File: config.mk
export PLATFORM = sky130hd
export DESIGN_NAME = pc_unit
export DESIGN_NICKNAME = d
export VERILOG_FILES = /design/src/rtl/pc_unit.sv
export SDC_FILE = /design/constraint.sdc
export NUM_CORES = 1
export LEC_CHECK = 0
export ABC_AREA = 1
export ABC_CLOCK_PERIOD_IN_PS = 5400
export CORE_MARGIN = 2
export CORE_UTILIZATION = 41
export CTS_BUF_LIST = sky130_fd_sc_hd__clkbuf_8
export DETAILED_ROUTE_END_ITERATION = 10
export PLACE_DENSITY = 0.95
export SLEW_MARGIN = 20
export SYNTH_ARGS = -nofsm -noshare
export SYNTH_HDL_FRONTEND = slang
export SYNTH_SLANG_ARGS = --single-unit
File: constraint.sdc
create_clock -name clk -period 5.4 [get_ports clk]
set_clock_uncertainty 0.2 [all_clocks]
set_input_delay 0.81 -clock clk [delete_from_list [all_inputs] [get_ports clk]]
set_output_delay 0.81 -clock clk [all_outputs]
set_load 0.005 [all_outputs]
File: src/rtl/pc_unit.sv
// pc_unit: program-counter and memory-address stage.
// Owns the instruction pointer (PC), data address register (DA) and, when
// PC_EPC_EN is defined, the interrupt return register (EPC). Drives the single
// RAM address and returns PC / link address to the datapath.
// Build option: define PC_EPC_EN to build the EPC register; otherwise epc reads 0.
module pc_unit #(
  parameter int unsigned   AW      = 9,
  parameter int unsigned   DW      = 16,
  parameter logic [AW-1:0] ISR_VEC = 9'h100
) (
  input  logic          clk,
  input  logic          reset,
  input  logic          reset_pc,
  input  logic          isr_pc,
  input  logic          rsel,
  input  logic          execb,
  input  logic          tsel,
  input  logic          addr_sel,
  input  logic          load_addr,
  input  logic [DW-1:0] sximm8,
  input  logic [DW-1:0] a_out,
  input  logic [DW-1:0] c_out,
  output logic [AW-1:0] pc,
  output logic [DW-1:0] link_addr,
  output logic [AW-1:0] mem_addr,
  output logic [AW-1:0] epc,
  output logic          addr_err
);

  logic [AW-1:0] pc_q, pc_d;
  logic [AW-1:0] da_q;
  logic          addr_err_q;

  logic [AW-1:0] pc_inc;
  logic [DW-1:0] pc_ext;
  logic [DW-1:0] br_sum;
  logic          a_ovf, c_ovf;
  logic          isr_win, tsel_win;
  logic          unused_br_hi;

  // PC+1 wraps modulo 2^AW; the branch sum is formed at DW width then truncated.
  assign pc_inc       = pc_q + {{(AW-1){1'b0}}, 1'b1};
  assign pc_ext       = {{(DW-AW){1'b0}}, pc_q};
  assign br_sum       = pc_ext + {{(DW-1){1'b0}}, 1'b1} + sximm8;
  assign unused_br_hi = ^br_sum[DW-1:AW];

  assign a_ovf = |a_out[DW-1:AW];
  assign c_ovf = |c_out[DW-1:AW];

  // Which strobe actually wins the PC priority chain (reset handled in the flop).
  assign isr_win  = !reset_pc && isr_pc;
  assign tsel_win = !reset_pc && !isr_pc && !execb && tsel;

  // Next PC by priority: reset_pc > isr_pc > execb > tsel > rsel > hold.
  always_comb begin
    pc_d = pc_q;
    if (reset_pc) begin
      pc_d = '0;
    end else if (isr_pc) begin
      pc_d = ISR_VEC;
    end else if (execb) begin
      pc_d = br_sum[AW-1:0];
    end else if (tsel) begin
      pc_d = a_out[AW-1:0];
    end else if (rsel) begin
      pc_d = pc_inc;
    end
  end

  // PC register.
  always_ff @(posedge clk) begin
    if (reset) begin
      pc_q <= '0;
    end else begin
      pc_q <= pc_d;
    end
  end

  // DA register; independent of the PC chain.
  always_ff @(posedge clk) begin
    if (reset) begin
      da_q <= '0;
    end else if (load_addr) begin
      da_q <= c_out[AW-1:0];
    end
  end

  // Sticky out-of-range flag: only an applied jump target or DA load can set it.
  always_ff @(posedge clk) begin
    if (reset) begin
      addr_err_q <= 1'b0;
    end else if ((tsel_win && a_ovf) || (load_addr && c_ovf)) begin
      addr_err_q <= 1'b1;
    end
  end

`ifdef PC_EPC_EN
  logic [AW-1:0] epc_q;

  // Capture the interrupted PC when the ISR vector wins.
  always_ff @(posedge clk) begin
    if (reset) begin
      epc_q <= '0;
    end else if (isr_win) begin
      epc_q <= pc_q;
    end
  end

  assign epc = epc_q;
`else
  logic unused_isr_win;
  assign unused_isr_win = isr_win;
  assign epc            = '0;
`endif

  assign pc        = pc_q;
  assign addr_err  = addr_err_q;
  assign mem_addr  = addr_sel ? pc_q : da_q;
  assign link_addr = {{(DW-AW){1'b0}}, pc_inc};

endmodule

Word level (Yosys, flattened, before mapping)
Cells that the tools add are included.

word-level totals
  bits in registers = 19
  latch bits = 0
  memory bits (writable) = 0
  bits in read-only memories = 0
  bits of input ports = 57
  output and inout port bits = 44
  logic and storage cells = 27
  memories = 0

cells by class
  add/subtract/negate cells = 3
  $mul = 0
  divide/modulo/power cells = 0
  order comparisons = 0
  equality and inequality tests = 0
  shift-type cells = 0
  muxes and demuxes = 5
  bitwise operators = 0
  reduce and logical (&&, ||, !) cells = 15

operator list
  cell                                                           count
  9-bit two-way mux                                              5
  9-bit by 1-bit adder with 9-bit output, second input constant  2
  7-bit OR reduction                                             2
  9-bit adder                                                    1
  1-bit logical AND                                              5
  4-bit nonzero test                                             1
  1-bit logical NOT                                              3
  3-bit nonzero test                                             1
  3-bit OR reduction                                             1
  2-bit OR reduction                                             1
  1-bit logical OR                                               1

Logic depth before layout (Yosys ltp)
  word-level depth = 6
  mapped depth = 13
  gate-level depth less buffers = 13

Least setup slack after synthesis
OpenSTA, ideal clock, no wires.

  path type = input to output
  from = in addr_sel
  to = out mem_addr[1]
  arrival = 1.469 ns
  required time = 4.390 ns
  path slack = 2.921 ns
  stages = 4
  path buffers = 2
  path through = clkbuf_1 clkbuf_1 nand2_1 o21ai_0

on the way
  word-level cells in the longest chain between the ends = 1

RTL lines
  element             RTL line  source
  start: declaration  18        input logic addr_sel,
  9-bit two-way mux   118       assign mem_addr = addr_sel ? pc_q : da_q;
  end: declaration    25        output logic [AW-1:0] mem_addr,

No other way between the ends.

Worst setup path after layout
  from = in addr_sel
  to = out mem_addr[8]

Same word-level chain as after synthesis.

==> key figures <==
Synthesis
  • Dominant cells by area after synthesis: sky130_fd_sc_hd__dfxtp_1, sky130_fd_sc_hd__nand2_1, sky130_fd_sc_hd__inv_1, sky130_fd_sc_hd__buf_4, sky130_fd_sc_hd__nor2_1
  • Leading area contributor after synthesis: sky130_fd_sc_hd__dfxtp_1
  • List of most frequent post-synthesis cells: sky130_fd_sc_hd__nand2_1, sky130_fd_sc_hd__inv_1, sky130_fd_sc_hd__nor2_1, sky130_fd_sc_hd__o21ai_0, sky130_fd_sc_hd__a21oi_1
  • Share of the synthesized area in the top cell type: around 23%
  • Number of enable-type register cells in the synthesized netlist: 0
  • #FFs+latches synth: 19
  • Sequential fraction of the synthesis area: between 20% and 30%
  • Share of synthesized registers carrying an async set or reset: 0%
  • Total of warnings raised by yosys: 0
  • Mapped Cells: 253
  • Most instantiated library cell after synthesis: sky130_fd_sc_hd__nand2_1
  • Leading register cell type out of synthesis: sky130_fd_sc_hd__dfxtp_1
  • Area of the mapped netlist: about 1600 um^2
  • Synthesized area per cell: 6.49 um^2
  • Unique masters post-synth: 34

Setup path
  • Critical Path Source: addr_sel
  • CP Max Fanout: 18
  • Cell-by-cell trace of the critical path: clkdlybuf4s50_1 > nor2_1 > a21oi_1 > clkdlybuf4s50_1
  • Cell at the slowest stage of the critical path: sky130_fd_sc_hd__clkdlybuf4s50_1
  • Worst flop-to-flop path startpoint: pc[0]$_SDFFE_PP0P_
  • Crit-path max cell delay: 800 ps
  • Data required, critical path: ~4400 ps
  • Worst setup SP type: primary input
  • Worst setup path endpoint: mem_addr[8]
  • R2R setup slack: 3290 ps
  • Type of destination of the critical path: output port
  • Arrival time worst endpoint: 2440 ps
  • Destination of the worst register-to-register timing path: pc[8]$_SDFFE_PP0P_
  • Cell type with the highest occurrence count on the critical path: sky130_fd_sc_hd__clkdlybuf4s50_1
  • Logic depth of the worst register-to-register path: 13
  • Critical path type: primary input to output port

Clock tree
  • Number of buffers added to fix hold violations after cts: 0
  • Root buffer cell: sky130_fd_sc_hd__clkbuf_8
  • Total setup buffers inserted after CTS: 0
  • CTS max path bufs: 2
  • Clock-pin transition on the worst setup and hold timing paths: 70 ps
  • Source-to-sink clock delay at the later pin of the worst-skew pair: 270 ps
  • Number of buffers added by the clock tree synthesis step: 3
  • Clock net sink count: 19
  • Clock tree from TritonCTS: built
  • H-tree depth: 1
  • Post-CTS resize count: 0

STA
  • Number of pins with negative max-slew slack in the final report: 0
  • Post-route setup TNS: 0 ps
  • Transition time at the pin with the least slew margin: 532 ps
  • Rel. slew slack: 64.4%
  • Slack of the critical path: 1950 ps
  • Final count of negative-setup-slack endpoints: 0
  • Worst-case hold slack: around 250 ps
  • Time the final worst path needs with I/O delays and setup: around 3400 ps
  • Setup repair after global routing missed its margin: false
  • Timing-limited maximum frequency: 290 MHz
  • Total count of hold-check failures in the final report: 0
  • Final period utilization: 63.8%

Run
  • Count of max-cap constraint violations: 0

Routing
  • Sum of routed wire length over all layers: 4.71 mm
  • Drt via density: 4.96
  • Post-route antenna net violation count: 0
  • DRC Markers: 0
  • Total vias in the final route: 1,859
  • Final routed wire length divided by cell count: around 13 um
  • Router iterations before antenna repair: 4
  • DRC violation total after the first TritonRoute iteration: 94

Die
  • Core Box Area: between 3000 and 4000 um^2
  • Horizontal extent of the die: 67.3 um
  • Core Rows: 22
  • Die Y: 67.3 um
  • Die outline area: 4530 um^2
  • Top-Level Pins: between 100 and 150
  • Starting density of the core: 43.9%

Placed design
  • Detailed Place HPWL: 3.87 mm
  • Worst-case setup slack after placement: 1960 ps
  • Routability Congestion: 0.928
  • Count of buffers from port buffering: 77
  • # placed instances: 371

Cells and area
  • Post-route insts no fill: ~380
  • Layout cells sized above 1: 2.75%
  • Layout Nets: 395
  • Area Growth Syn to Fin: 46.6%
  • Number of diodes: 0

Power and ir drop
  • Worst voltage drop across the vdd grid: 0.125 mV
  • Final Power: 0.386 mW
  • Pwr dens: 160 nW/um^2
  • Leak Pwr: 1.10 nW

Outcome
  • Outcome: completed

Min path
  • Worst hold path depth: 2
  • Hold WC Path Type: register to register

Global routing
  • Wire length of the first global-routing pass: 7.75 mm
  • Number of antenna violations at the first check in global routing: 0
  • Maximum number of pins on one net before global-route repair: 19
  • Overflow after GRT: 0
  • Number of global-route vias before repair: 1,836
  • Total global routing track utilization: approximately 22%
how the worst min path moves through the flow:
stage / start / end
finish: da_q[1]$_SDFFE_PP0P_ / da_q[1]$_SDFFE_PP0P_
global route: da_q[2]$_SDFFE_PP0P_ / da_q[2]$_SDFFE_PP0P_
CTS: da_q[1]$_SDFFE_PP0P_ / da_q[1]$_SDFFE_PP0P_
detailed placement: da_q[1]$_SDFFE_PP0P_ / da_q[1]$_SDFFE_PP0P_
global placement: da_q[1]$_SDFFE_PP0P_ / da_q[1]$_SDFFE_PP0P_
floorplan: da_q[1]$_SDFFE_PP0P_ / da_q[1]$_SDFFE_PP0P_
area by class of cell:
cell class              instances  area, um^2
well taps                      48        60.1
clock inverters                 1        5.00
clock buffers                   3        41.3
inverters                      34         128
multi-input cells             193        1020
fillers                       329        1340
repair buffers                 77         771
flip-flops and latches         19         380
kinds of logic (layout without fill, tap and decap cells):
kind of cell,count (synthesis),after routing,share of synthesized area (%)
AO/OA/AOI/OAI,59,59,20.2
AND/OR/NAND/NOR,101,101,26.5
XOR/XNOR,7,7,3.73
adder cells (fa/ha/maj),10,10,8.08
buffers and inverters,56,115,18.1
flip-flops,19,19,23.2
other,1,16,0.228
worst max-delay path, delay by kind of cell:
family,cells,cell delay (ps)
AND/OR/NAND/NOR,1,80
buffers and inverters,2,1360
AO/OA/AOI/OAI,1,180
layer usage:
layer	vias to the layer above	global-route usage, %	part of all wire, %
li1	947	-	-
met1	817	23.4	38
met2	86	40.2	49
met3	9	7.00	11
met4	0	9.95	2.0
met5	-	0	0
stage by stage:
step / area (um^2) / util (%)
finish: 2410 / 64.3
detailed placement: 2360 / 63.0
global route: 2410 / 64.3
CTS: 2410 / 64.3
floorplan: 1700 / -
global placement: 2360 / 63.0
placed cells by master, fill, tap and decap left out, drive strengths merged:
cell type,Yosys,routed
a211oi,1,1
a21boi,1,1
a21oi,22,22
a221oi,1,1
a31oi,3,3
a41oi,2,2
clkbuf,3,3
clkdlybuf4s50,0,77
clkinv,0,1
conb,1,16
dfxtp,19,19
fa,1,1
ha,9,9
inv,34,34
nand2,47,47
nand3,12,12
nand3b,1,1
nand4,3,3
nor2,33,33
nor3,3,3
o21a,1,1
o21ai,23,23
o21bai,3,3
o221ai,1,1
o31ai,1,1
or2,2,2
xnor2,3,3
xor2,4,4
sequential cells by signal, indices dropped and copies added, names as in the netlist:
name and cells:
addr_err 1, da_q 9, pc 9
where the power goes:
group,switching (mW),internal (mW)
clock,0.0513,0.0515
sequential,0.00649,0.148
combinational,0.0567,0.0719
No activity file was read; power rests on OpenSTA's default activity.
